File: config.mk
export PLATFORM = sky130hd
export DESIGN_NAME = axi_read_arbiter_flat
export DESIGN_NICKNAME = d
export VERILOG_FILES = /design/src/rtl/axi_read_arbiter_if.sv /design/src/rtl/axi_read_arbiter.sv /design/src/flat_wrapper.sv
export SDC_FILE = /design/constraint.sdc
export NUM_CORES = 1
export LEC_CHECK = 0
export ABC_AREA = 1
export BUFFER_PORTS_ARGS = -buffer_cell sky130_fd_sc_hd__clkbuf_2
export CAP_MARGIN = 25
export CORE_AREA = 2 2 95 97
export DETAILED_ROUTE_END_ITERATION = 8
export DIE_AREA = 0 0 97 99
export GPL_ROUTABILITY_DRIVEN = 1
export PLACE_DENSITY_LB_ADDON = 0.3
export SETUP_SLACK_MARGIN = 0.02
export SYNTH_ARGS = -nofsm -noshare
export SYNTH_HDL_FRONTEND = slang
export SYNTH_SLANG_ARGS = --single-unit
File: constraint.sdc
create_clock -name clk -period 4.2 [get_ports clk]
set_input_delay 0 -clock clk [delete_from_list [all_inputs] [get_ports clk]]
set_output_delay 0 -clock clk [all_outputs]
set_load 0.01 [all_outputs]
File: src/rtl/axi_read_arbiter_if.sv
// Bundle of every AR/R signal around the read arbiter: two requester ports, the AXI slave side, and status.
// The slave modport is the arbiter's own view. The master modport is the view of the environment that drives it.
interface axi_read_arbiter_if #(
   parameter int ADDR_WIDTH = 32,
   parameter int DATA_WIDTH = 32
);
   // Port 0: icache refill
   logic                  m0_arvalid;
   logic                  m0_arready;
   logic [ADDR_WIDTH-1:0] m0_araddr;
   logic [3:0]            m0_arlen;
   logic [2:0]            m0_arsize;
   logic [1:0]            m0_arburst;
   logic                  m0_rvalid;
   logic                  m0_rready;
   logic [DATA_WIDTH-1:0] m0_rdata;
   logic                  m0_rlast;
   logic [1:0]            m0_rresp;

   // Port 1: data side
   logic                  m1_arvalid;
   logic                  m1_arready;
   logic [ADDR_WIDTH-1:0] m1_araddr;
   logic [3:0]            m1_arlen;
   logic [2:0]            m1_arsize;
   logic [1:0]            m1_arburst;
   logic                  m1_rvalid;
   logic                  m1_rready;
   logic [DATA_WIDTH-1:0] m1_rdata;
   logic                  m1_rlast;
   logic [1:0]            m1_rresp;

   // Shared AXI slave side
   logic                  s_arvalid;
   logic                  s_arready;
   logic [ADDR_WIDTH-1:0] s_araddr;
   logic [3:0]            s_arlen;
   logic [2:0]            s_arsize;
   logic [1:0]            s_arburst;
   logic                  s_rvalid;
   logic                  s_rready;
   logic [DATA_WIDTH-1:0] s_rdata;
   logic                  s_rlast;
   logic [1:0]            s_rresp;

   logic                  busy;
   logic                  owner;

   modport slave (
      input  m0_arvalid, m0_araddr, m0_arlen, m0_arsize, m0_arburst, m0_rready,
      output m0_arready, m0_rvalid, m0_rdata, m0_rlast, m0_rresp,
      input  m1_arvalid, m1_araddr, m1_arlen, m1_arsize, m1_arburst, m1_rready,
      output m1_arready, m1_rvalid, m1_rdata, m1_rlast, m1_rresp,
      output s_arvalid, s_araddr, s_arlen, s_arsize, s_arburst, s_rready,
      input  s_arready, s_rvalid, s_rdata, s_rlast, s_rresp,
      output busy, owner
   );

   modport master (
      output m0_arvalid, m0_araddr, m0_arlen, m0_arsize, m0_arburst, m0_rready,
      input  m0_arready, m0_rvalid, m0_rdata, m0_rlast, m0_rresp,
      output m1_arvalid, m1_araddr, m1_arlen, m1_arsize, m1_arburst, m1_rready,
      input  m1_arready, m1_rvalid, m1_rdata, m1_rlast, m1_rresp,
      input  s_arvalid, s_araddr, s_arlen, s_arsize, s_arburst, s_rready,
      output s_arready, s_rvalid, s_rdata, s_rlast, s_rresp,
      input  busy, owner
   );
endinterface

File: src/rtl/axi_read_arbiter.sv
// Shares one AXI read channel between the icache (port 0) and the data side (port 1).
// It keeps one transaction in flight. Port 1 has priority, and a starvation guard guarantees port 0 makes progress.
module axi_read_arbiter #(
   parameter int ADDR_WIDTH   = 32,
   parameter int DATA_WIDTH   = 32,
   parameter int STARVE_LIMIT = 4
) (
   input  logic              clk,
   input  logic              rst,
   axi_read_arbiter_if.slave bus
);
   typedef enum logic [1:0] {
      IDLE = 2'd0,
      ADDR = 2'd1,
      DATA = 2'd2
   } state_t;

   localparam logic [3:0] LP_LIMIT = 4'(STARVE_LIMIT);

   state_t                r_state;
   state_t                w_next_state;
   logic                  r_owner;
   logic [3:0]            r_starve_cnt;
   logic [ADDR_WIDTH-1:0] r_araddr;
   logic [3:0]            r_arlen;
   logic [2:0]            r_arsize;
   logic [1:0]            r_arburst;

   logic w_starved;
   logic w_grant0;
   logic w_grant1;
   logic w_in_data;
   logic w_route0;
   logic w_route1;
   logic w_owner_rready;
   logic w_r_done;

   // R-channel routing. Only the owner sees the beats. The non-owner outputs are held at zero.
   assign w_in_data      = (r_state == DATA);
   assign w_route0       = w_in_data && !r_owner;
   assign w_route1       = w_in_data &&  r_owner;
   assign w_owner_rready = r_owner ? bus.m1_rready : bus.m0_rready;
   assign w_r_done       = bus.s_rvalid && bus.s_rready && bus.s_rlast;

   assign bus.s_rready   = w_in_data && w_owner_rready;

   assign bus.m0_rvalid  = w_route0 && bus.s_rvalid;
   assign bus.m0_rdata   = w_route0 ? bus.s_rdata : '0;
   assign bus.m0_rlast   = w_route0 && bus.s_rlast;
   assign bus.m0_rresp   = w_route0 ? bus.s_rresp : 2'b00;

   assign bus.m1_rvalid  = w_route1 && bus.s_rvalid;
   assign bus.m1_rdata   = w_route1 ? bus.s_rdata : '0;
   assign bus.m1_rlast   = w_route1 && bus.s_rlast;
   assign bus.m1_rresp   = w_route1 ? bus.s_rresp : 2'b00;

   // The AR side is driven straight from the registered request, so it stays stable for the whole stall.
   assign bus.s_arvalid  = (r_state == ADDR);
   assign bus.s_araddr   = r_araddr;
   assign bus.s_arlen    = r_arlen;
   assign bus.s_arsize   = r_arsize;
   assign bus.s_arburst  = r_arburst;

   assign bus.m0_arready = w_grant0;
   assign bus.m1_arready = w_grant1;
   assign bus.busy       = (r_state != IDLE);
   assign bus.owner      = r_owner;

   // NOTE: every signal gets a default before the case, so no path can leave one unassigned and infer a latch.
   always_comb begin
      w_next_state = r_state;
      w_grant0     = 1'b0;
      w_grant1     = 1'b0;
      w_starved    = bus.m0_arvalid && (r_starve_cnt == LP_LIMIT);
      case (r_state)
         IDLE: begin
            // No grant is issued in a reset cycle, so no requester sees a handshake that was discarded.
            if (!rst) begin
               if (bus.m1_arvalid && !w_starved) begin
                  w_grant1 = 1'b1;
               end else if (bus.m0_arvalid) begin
                  w_grant0 = 1'b1;
               end
            end
            if (w_grant0 || w_grant1) begin
               w_next_state = ADDR;
            end
         end
         ADDR: begin
            if (bus.s_arready) begin
               w_next_state = DATA;
            end
         end
         DATA: begin
            if (w_r_done) begin
               w_next_state = IDLE;
            end
         end
         default: w_next_state = IDLE;
      endcase
   end

   // NOTE: non-blocking assignments here, so every register updates from the values it had before the edge.
   always_ff @(posedge clk) begin
      if (rst) begin
         r_state      <= IDLE;
         r_owner      <= 1'b0;
         r_starve_cnt <= 4'd0;
         r_araddr     <= '0;
         r_arlen      <= 4'd0;
         r_arsize     <= 3'd0;
         r_arburst    <= 2'd0;
      end else begin
         r_state <= w_next_state;
         if (w_grant1) begin
            r_owner   <= 1'b1;
            r_araddr  <= bus.m1_araddr;
            r_arlen   <= bus.m1_arlen;
            r_arsize  <= bus.m1_arsize;
            r_arburst <= bus.m1_arburst;
            if (bus.m0_arvalid && (r_starve_cnt < LP_LIMIT)) begin
               r_starve_cnt <= r_starve_cnt + 4'd1;
            end
         end else if (w_grant0) begin
            r_owner      <= 1'b0;
            r_araddr     <= bus.m0_araddr;
            r_arlen      <= bus.m0_arlen;
            r_arsize     <= bus.m0_arsize;
            r_arburst    <= bus.m0_arburst;
            r_starve_cnt <= 4'd0;
         end
      end
   end
endmodule

File: src/flat_wrapper.sv
// flat-port wrapper written by rule: the top's interface ports become plain ports
module axi_read_arbiter_flat 
#(
   parameter int ADDR_WIDTH   = 32,
   parameter int DATA_WIDTH   = 32,
   parameter int STARVE_LIMIT = 4
)
  (clk, rst, bus_m0_arvalid, bus_m0_araddr, bus_m0_arlen, bus_m0_arsize, bus_m0_arburst, bus_m0_rready, bus_m0_arready, bus_m0_rvalid, bus_m0_rdata, bus_m0_rlast, bus_m0_rresp, bus_m1_arvalid, bus_m1_araddr, bus_m1_arlen, bus_m1_arsize, bus_m1_arburst, bus_m1_rready, bus_m1_arready, bus_m1_rvalid, bus_m1_rdata, bus_m1_rlast, bus_m1_rresp, bus_s_arvalid, bus_s_araddr, bus_s_arlen, bus_s_arsize, bus_s_arburst, bus_s_rready, bus_s_arready, bus_s_rvalid, bus_s_rdata, bus_s_rlast, bus_s_rresp, bus_busy, bus_owner);
  axi_read_arbiter_if #(.ADDR_WIDTH(ADDR_WIDTH), .DATA_WIDTH(DATA_WIDTH)) bus_i ();
  input  logic clk;
  input  logic rst;
  input wire logic [$bits(bus_i.m0_arvalid)-1:0] bus_m0_arvalid;
  input wire logic [$bits(bus_i.m0_araddr)-1:0] bus_m0_araddr;
  input wire logic [$bits(bus_i.m0_arlen)-1:0] bus_m0_arlen;
  input wire logic [$bits(bus_i.m0_arsize)-1:0] bus_m0_arsize;
  input wire logic [$bits(bus_i.m0_arburst)-1:0] bus_m0_arburst;
  input wire logic [$bits(bus_i.m0_rready)-1:0] bus_m0_rready;
  output wire logic [$bits(bus_i.m0_arready)-1:0] bus_m0_arready;
  output wire logic [$bits(bus_i.m0_rvalid)-1:0] bus_m0_rvalid;
  output wire logic [$bits(bus_i.m0_rdata)-1:0] bus_m0_rdata;
  output wire logic [$bits(bus_i.m0_rlast)-1:0] bus_m0_rlast;
  output wire logic [$bits(bus_i.m0_rresp)-1:0] bus_m0_rresp;
  input wire logic [$bits(bus_i.m1_arvalid)-1:0] bus_m1_arvalid;
  input wire logic [$bits(bus_i.m1_araddr)-1:0] bus_m1_araddr;
  input wire logic [$bits(bus_i.m1_arlen)-1:0] bus_m1_arlen;
  input wire logic [$bits(bus_i.m1_arsize)-1:0] bus_m1_arsize;
  input wire logic [$bits(bus_i.m1_arburst)-1:0] bus_m1_arburst;
  input wire logic [$bits(bus_i.m1_rready)-1:0] bus_m1_rready;
  output wire logic [$bits(bus_i.m1_arready)-1:0] bus_m1_arready;
  output wire logic [$bits(bus_i.m1_rvalid)-1:0] bus_m1_rvalid;
  output wire logic [$bits(bus_i.m1_rdata)-1:0] bus_m1_rdata;
  output wire logic [$bits(bus_i.m1_rlast)-1:0] bus_m1_rlast;
  output wire logic [$bits(bus_i.m1_rresp)-1:0] bus_m1_rresp;
  output wire logic [$bits(bus_i.s_arvalid)-1:0] bus_s_arvalid;
  output wire logic [$bits(bus_i.s_araddr)-1:0] bus_s_araddr;
  output wire logic [$bits(bus_i.s_arlen)-1:0] bus_s_arlen;
  output wire logic [$bits(bus_i.s_arsize)-1:0] bus_s_arsize;
  output wire logic [$bits(bus_i.s_arburst)-1:0] bus_s_arburst;
  output wire logic [$bits(bus_i.s_rready)-1:0] bus_s_rready;
  input wire logic [$bits(bus_i.s_arready)-1:0] bus_s_arready;
  input wire logic [$bits(bus_i.s_rvalid)-1:0] bus_s_rvalid;
  input wire logic [$bits(bus_i.s_rdata)-1:0] bus_s_rdata;
  input wire logic [$bits(bus_i.s_rlast)-1:0] bus_s_rlast;
  input wire logic [$bits(bus_i.s_rresp)-1:0] bus_s_rresp;
  output wire logic [$bits(bus_i.busy)-1:0] bus_busy;
  output wire logic [$bits(bus_i.owner)-1:0] bus_owner;
  assign bus_i.m0_arvalid = bus_m0_arvalid;
  assign bus_i.m0_araddr = bus_m0_araddr;
  assign bus_i.m0_arlen = bus_m0_arlen;
  assign bus_i.m0_arsize = bus_m0_arsize;
  assign bus_i.m0_arburst = bus_m0_arburst;
  assign bus_i.m0_rready = bus_m0_rready;
  assign bus_m0_arready = bus_i.m0_arready;
  assign bus_m0_rvalid = bus_i.m0_rvalid;
  assign bus_m0_rdata = bus_i.m0_rdata;
  assign bus_m0_rlast = bus_i.m0_rlast;
  assign bus_m0_rresp = bus_i.m0_rresp;
  assign bus_i.m1_arvalid = bus_m1_arvalid;
  assign bus_i.m1_araddr = bus_m1_araddr;
  assign bus_i.m1_arlen = bus_m1_arlen;
  assign bus_i.m1_arsize = bus_m1_arsize;
  assign bus_i.m1_arburst = bus_m1_arburst;
  assign bus_i.m1_rready = bus_m1_rready;
  assign bus_m1_arready = bus_i.m1_arready;
  assign bus_m1_rvalid = bus_i.m1_rvalid;
  assign bus_m1_rdata = bus_i.m1_rdata;
  assign bus_m1_rlast = bus_i.m1_rlast;
  assign bus_m1_rresp = bus_i.m1_rresp;
  assign bus_s_arvalid = bus_i.s_arvalid;
  assign bus_s_araddr = bus_i.s_araddr;
  assign bus_s_arlen = bus_i.s_arlen;
  assign bus_s_arsize = bus_i.s_arsize;
  assign bus_s_arburst = bus_i.s_arburst;
  assign bus_s_rready = bus_i.s_rready;
  assign bus_i.s_arready = bus_s_arready;
  assign bus_i.s_rvalid = bus_s_rvalid;
  assign bus_i.s_rdata = bus_s_rdata;
  assign bus_i.s_rlast = bus_s_rlast;
  assign bus_i.s_rresp = bus_s_rresp;
  assign bus_busy = bus_i.busy;
  assign bus_owner = bus_i.owner;
  axi_read_arbiter #(.ADDR_WIDTH(ADDR_WIDTH), .DATA_WIDTH(DATA_WIDTH), .STARVE_LIMIT(STARVE_LIMIT)) u_core (.clk(clk), .rst(rst), .bus(bus_i));
endmodule
==> results of run 1 <==
-- area by class of cell --
cell class	count	area [um2]
multi-input combinational	325	1540
antenna	1	2.50
timing repair buffer	287	1650
sequential	48	961
clock inverter	2	38.8
inverter	98	368
clock buffer	6	82.6
tap	108	135
fill	850	3770
-- where the power goes --
part / switching, mW / leakage [nW] / internal [mW]
Sequential: 0.0238 / 0.396 / 0.497
Combinational: 0.199 / 2.54 / 0.169
Clock: 0.163 / 0.0614 / 0.195
-- synthesized netlist by cell type --
master,count
buf_1,1
nand2_1,96
nor3_1,1
buf_6,4
dfxtp_1,48
nor2_1,87
a21oi_1,2
nor2_2,2
o21ai_2,1
nand4_1,1
inv_2,2
ha_1,2
o21a_1,41
nand3_1,87
buf_4,3
clkbuf_1,9
nand2_2,1
inv_1,94
o21ai_0,2
buf_2,14
nor2_4,1
clkinv_1,2
a31oi_1,1
-- kinds of logic (layout without fill, tap and decap cells) --
| logic type | count (synthesis) | count (layout) | share of synthesized area [%] |
|---|---|---|---|
| AOI/OAI and AO/OA | 47 | 47 | 11.3 |
| buffers and inverters | 129 | 393 | 17.9 |
| adders and majority gates | 2 | 2 | 0.824 |
| other | 0 | 1 | 0 |
| DFF | 48 | 48 | 31.7 |
| and+or+nand+nor | 276 | 276 | 38.3 |
-- registers in the layout, summed over array words and instances, names as in the netlist --
register and count:
u_core.bus.s_arsize 3, u_core.bus.s_araddr 32, u_core.bus.s_arburst 2, u_core.bus.owner 1
u_core.bus.s_arlen 4, u_core.r_starve_cnt 4, u_core.r_state 2
-- metal layers --
metal / global-route usage, % / vias to the layer above / wire (um)
met1: 23.4 / 1835 / 4140
met2: 41.9 / 188 / 5720
met5: 0 / - / 44
li1: - / 2046 / -
met4: 7.69 / 6 / 289
met3: 7.30 / 26 / 998
-- tightest hold or removal path: stages --
cell and delay [ns]:
clkbuf_2 0.07, nand2_1 0.06, nand3_1 0.06, nand2_1 0.04, inv_1 0.04
-- layout by cell type (no fill, tap or decap), types with 2 or more instances in the layout --
cell and instances:
a21oi_1 2, buf_4 2, clkbuf_2 243, clkbuf_8 6
clkinv_1 2, dfxtp_1 48, dlygate4sd3_1 42, ha_1 2
inv_1 94, inv_2 2, nand2_1 96, nand3_1 87
nor2_1 86, nor2_4 3, o21a_1 41, o21ai_0 2
-- worst paths after layout --
| path | startpoint | endpoint | slack (ns) | cells past startpoint |
|---|---|---|---|---|
| hold / removal | bus_m0_araddr[0] | u_core.bus.s_araddr[0] | 0.009 | 5 |
| hold reg to reg | u_core.r_starve_cnt[3] | u_core.r_starve_cnt[3] | 0.45 | 2 |
| setup reg to reg | u_core.r_state[1] | u_core.bus.s_araddr[0] | 1.48 | 8 |
| setup / recovery | rst | u_core.r_state[0] | 1.35 | 9 |
-- through the flow --
stage	total power [mW]	cells	hold WS, ns
finish	1.25	875	0.00906
global route	1.32	875	0.00551
CTS	1.26	874	0.00664
detailed placement	0.867	824	0.284
global placement	0.858	824	0.277
floorplan	0.733	502	0.0691
==> impl_metrics.csv, run 1 <==
group,metric,value,unit
logic_synthesis,synth-seq-cells,48,
setup_path,crit_path_max_fanout,83,
sta,hold_viol_final,0,
placement,dp_hpwl,8000,um
clock_network,cts_made_buffers,5,
power,p_per_area,261,mW/mm2
logic_synthesis,syn-mean-instance-area,6.05,um2
setup_path,start_kind,"input port",
floorplan,fp.dieW,97,um
global_routing,grt_pass1_wl,17800,um
finish,fin_area,0.00478,mm2
clock_network,path_clk_slew,0.09,ns
sta,fin_ws,1.35,ns
clock_network,cts_buffer_depth,2,
sta,maxSlewViolCount,0,
global_routing,grt_pass1_vias,3751,
global_routing,gr-total-overflow,0,
flow_run,maxCapViolCount,0,
floorplan,num_rows,34,
setup_path,crit_family,"buffers and inverters",
sta,fin_crit,2.85,ns
sta,fin_tns_setup,0,ns
floorplan,die_h,99,um
placement,dpl_worst_slack,1.46,ns
finish,drive_above_1_share,34.1,%
drt,wl_per_cell,12.8,um
global_routing,antenna_found_initial,4,
logic_synthesis,synth_cells,502,
setup_path,crit_path_end_kind,"register",
logic_synthesis,ys_seq_area_share,31.7,%
sta,maxSlewHeadroom,30.8,%
clock_network,cts_num_sinks,48,
setup_path,path_cells,"dlygate4sd3_1 -> clkbuf_2 -> inv_2 -> o21ai_2 -> nor2_4 -> buf_4 -> inv_1 -> a21oi_1 -> dlygate4sd3_1",
drt,dr.pass1.iters,5,
drt,wl,11200,um
placement,portBuffers,243,
logic_synthesis,yosysWarnings,0,
logic_synthesis,syn_nets,629,
logic_synthesis,synth.distinct_cells,23,
drt,ant_nets,0,
drt,viasPerCell,4.69,
finish,nNetsFinal,892,
finish,area_delta_synth_final,57.6,%
sta,fin_worst_skew,0.0115,ns
clock_network,insertion_delay,0.30,ns
finish,utilization,55.9,%
placement,place_congestion,0.871,
global_routing,grt_max_degree,84,
logic_synthesis,synthTopCellsByArea,"dfxtp_1 (32%), nand3_1 (14%), nand2_1 (12%)",
sta,rsz0062_at_grt,"no",
floorplan,initial_core_util,35.5,%
placement,place_area,0.00424,mm2
clock_network,cts_resized,0,
setup_path,worst-setup-path-type,"in -> reg",
setup_path,cp_slowest_cell,"inv_2",
setup_path,arrival,3.09,ns
clock_network,cts_setup_buffers,0,
drt,drt_iter0_drc,153,
clock_network,cts_root_buf,"clkbuf_8",
drt,dr_total_vias,4101,
sta,fin_crit_sh,67.8,%
min_path,hold_class,"in -> reg",
sta,setup_viol,0,
power,p_leak,3.00,nW
drt,drc_errors,0,
setup_path,crit_required,4.44,ns
clock_network,hold_buffers,42,
logic_synthesis,syn_area,0.00304,mm2
clock_network,cts_tree,"built",
logic_synthesis,synth_top_area_share,31.7,%
clock_network,h-tree-depth,2,
outcome,run_status,"completed",
logic_synthesis,yosys.area.top_type,"dfxtp_1",
floorplan,io_pins,244,
setup_path,cpPeakStageDelay,0.64,ns
floorplan,die_area,0.00960,mm2
global_routing,track_usage,22.3,%
floorplan,core_area,0.00855,mm2
setup_path,critPathMostFrequentCell,"dlygate4sd3_1",
power,ir_drop,0.139,mV
sta,fmax,351,MHz
sta,worst_slew_pin_slew,1.03,ns
setup_path,cp_num_buf_inv,6,
Power figures use the tool's default switching activity.
==> run 2: changes to the inputs <==
--- a/config.mk
+++ b/config.mk
@@ -8,9 +8,9 @@
 export ABC_AREA = 1
 export BUFFER_PORTS_ARGS = -buffer_cell sky130_fd_sc_hd__clkbuf_2
 export CAP_MARGIN = 25
-export CORE_AREA = 2 2 95 97
+export CORE_AREA = 2 2 96 98
 export DETAILED_ROUTE_END_ITERATION = 8
-export DIE_AREA = 0 0 97 99
+export DIE_AREA = 0 0 98 100
 export GPL_ROUTABILITY_DRIVEN = 1
 export PLACE_DENSITY_LB_ADDON = 0.3
 export SETUP_SLACK_MARGIN = 0.02
==> constraint.sdc (replaced) <==
create_clock -name clk -period 2.7 [get_ports clk]
set_input_delay 0 -clock clk [delete_from_list [all_inputs] [get_ports clk]]
set_output_delay 0 -clock clk [all_outputs]
set_load 0.01 [all_outputs]
==> impl_metrics.csv, run 2 (synthesis gave the netlist of run 1 again) <==
group,metric,value,unit
sta,maxSlewViolCount,0,
placement,portBuffers,243,
finish,layout_common_cells,"clkbuf_2 (243), nand2_1 (96), inv_1 (94)",
drt,viasPerCell,4.58,
sta,fin_crit_sh,74.2,%
power,power,1.84,mW
setup_path,endpoint,"bus_m1_arready",
clock_network,cts_root_buf,"clkbuf_8",
drt,wl_per_cell,12.0,um
setup_path,reg2reg_to,"u_core.r_starve_cnt[1]",
finish,utilization,53.9,%
placement,dp_hpwl,7450,um
global_routing,grt_max_degree,55,
min_path,hold_class,"in -> reg",
clock_network,cts_tree,"built",
sta,rsz0062_at_grt,"no",
drt,drt_iter0_drc,157,
clock_network,cts_buffer_depth,2,
placement,place_congestion,0.799,
clock_network,insertion_delay,0.30,ns
finish,antenna_cells,0,
floorplan,core_area,0.00889,mm2
setup_path,ff2ff_path_depth,11,
floorplan,initial_core_util,34.1,%
power,p_leak,3.00,nW
global_routing,grt_pass1_wl,16500,um
floorplan,die_h,100,um
setup_path,rr_startpoint,"u_core.r_starve_cnt[0]",
clock_network,cts_num_sinks,48,
clock_network,cts_made_buffers,5,
finish,nNetsFinal,897,
flow_run,maxCapViolCount,0,
setup_path,crit_path_end_kind,"primary output",
floorplan,die_area,0.00980,mm2
setup_path,worst-setup-path-type,"reg -> out",
global_routing,grt_pass1_vias,3772,
finish,largest_register_ffs,32,
finish,area_delta_synth_final,58.0,%
floorplan,num_rows,35,
drt,dr_total_vias,4037,
sta,fin_crit,2.00,ns
sta,hold_viol_final,0,
finish,mostFrequentLayoutCell,"clkbuf_2",
global_routing,antenna_found_initial,0,
drt,wl,10500,um
sta,fin_tns_setup,0,ns
setup_path,startpoint,"u_core.r_starve_cnt[0]",
setup_path,arrival,2.00,ns
clock_network,hold_buffers,42,
setup_path,rrSetupSlack,0.78,ns
power,p_per_area,384,mW/mm2
sta,fin_ws,0.696,ns
clock_network,cts_resized,0,
sta,setup_viol,0,
clock_network,path_clk_slew,0.09,ns
drt,ant_nets,0,
setup_path,crit_required,2.70,ns
power,ir_drop,0.210,mV
sta,worst_slew_pin_slew,0.842,ns
setup_path,crit_path_max_fanout,45,
outcome,run_status,"completed",
sta,fmax,499,MHz
global_routing,track_usage,20.4,%
finish,drive_above_1_share,34.4,%
drt,dr.pass1.iters,4,
global_routing,gr-total-overflow,0,
placement,place_area,0.00428,mm2
clock_network,h-tree-depth,2,
placement,dpl_worst_slack,0.775,ns
sta,maxSlewHeadroom,43.7,%
setup_path,start_kind,"register",
sta,fin_worst_skew,0.0112,ns
floorplan,io_pins,244,
finish,fin_area,0.00479,mm2
clock_network,cts_setup_buffers,0,
drt,drc_errors,0,
floorplan,fp.dieW,98,um
## run 2: per-layer routing
layer  wire [um]  up-vias  share of wire, %  track usage [%]
li1            -     2058                 -                -
met1        3930     1775                37             21.5
met2        5520      176                52             39.0
met3         796       28               7.6             4.81
met4         296        0               2.8             7.80
met5           0        -                 0                0
## run 2: how the worst min path moves through the flow
stage	from	endpoint	slack (ns)	cells after the start
2_1_floorplan	rst	u_core.r_state[0]	0.07	1
3_3_place_gp	bus_m0_araddr[16]	u_core.bus.s_araddr[16]	0.28	5
3_5_place_dp	bus_m0_araddr[5]	u_core.bus.s_araddr[5]	0.29	5
4_1_cts	bus_m0_araddr[18]	u_core.bus.s_araddr[18]	0.002	5
5_1_grt	bus_m1_araddr[9]	u_core.bus.s_araddr[9]	0.03	5
6_report	bus_m1_arlen[0]	u_core.bus.s_arlen[0]	0.01	5
## run 2: stage by stage
stage | hold slack (ns) | instances
after detailed placement | 0.286 | 832
after floorplan | 0.0691 | 502
final | 0.0145 | 882
after global routing | 0.0252 | 882
after CTS | 0.00247 | 882
after global placement | 0.278 | 832
## run 2: critical path, stage by stage (launching register included)
cell	delay (ns)
dfxtp_1	0.33
inv_1	0.08
ha_1	0.14
nand2_1	0.06
nor2_1	0.19
nor2_4	0.05
nand2_2	0.62
inv_1	0.08
clkbuf_2	0.15
## run 2: power by group
part	switching (mW)	total, mW	internal, mW
Combinational	0.310	0.576	0.266
Sequential	0.0357	0.809	0.773
Clock	0.247	0.456	0.209
## run 2: final cells by class
class                   instances  area, um2
fillers                       907       4100
repair buffers                292       1690
multi-input cells             325       1540
flip-flops and latches         48        961
inverters                      98        368
well taps                     111        139
clock buffers                   7       86.3
clock inverters                 1       7.51
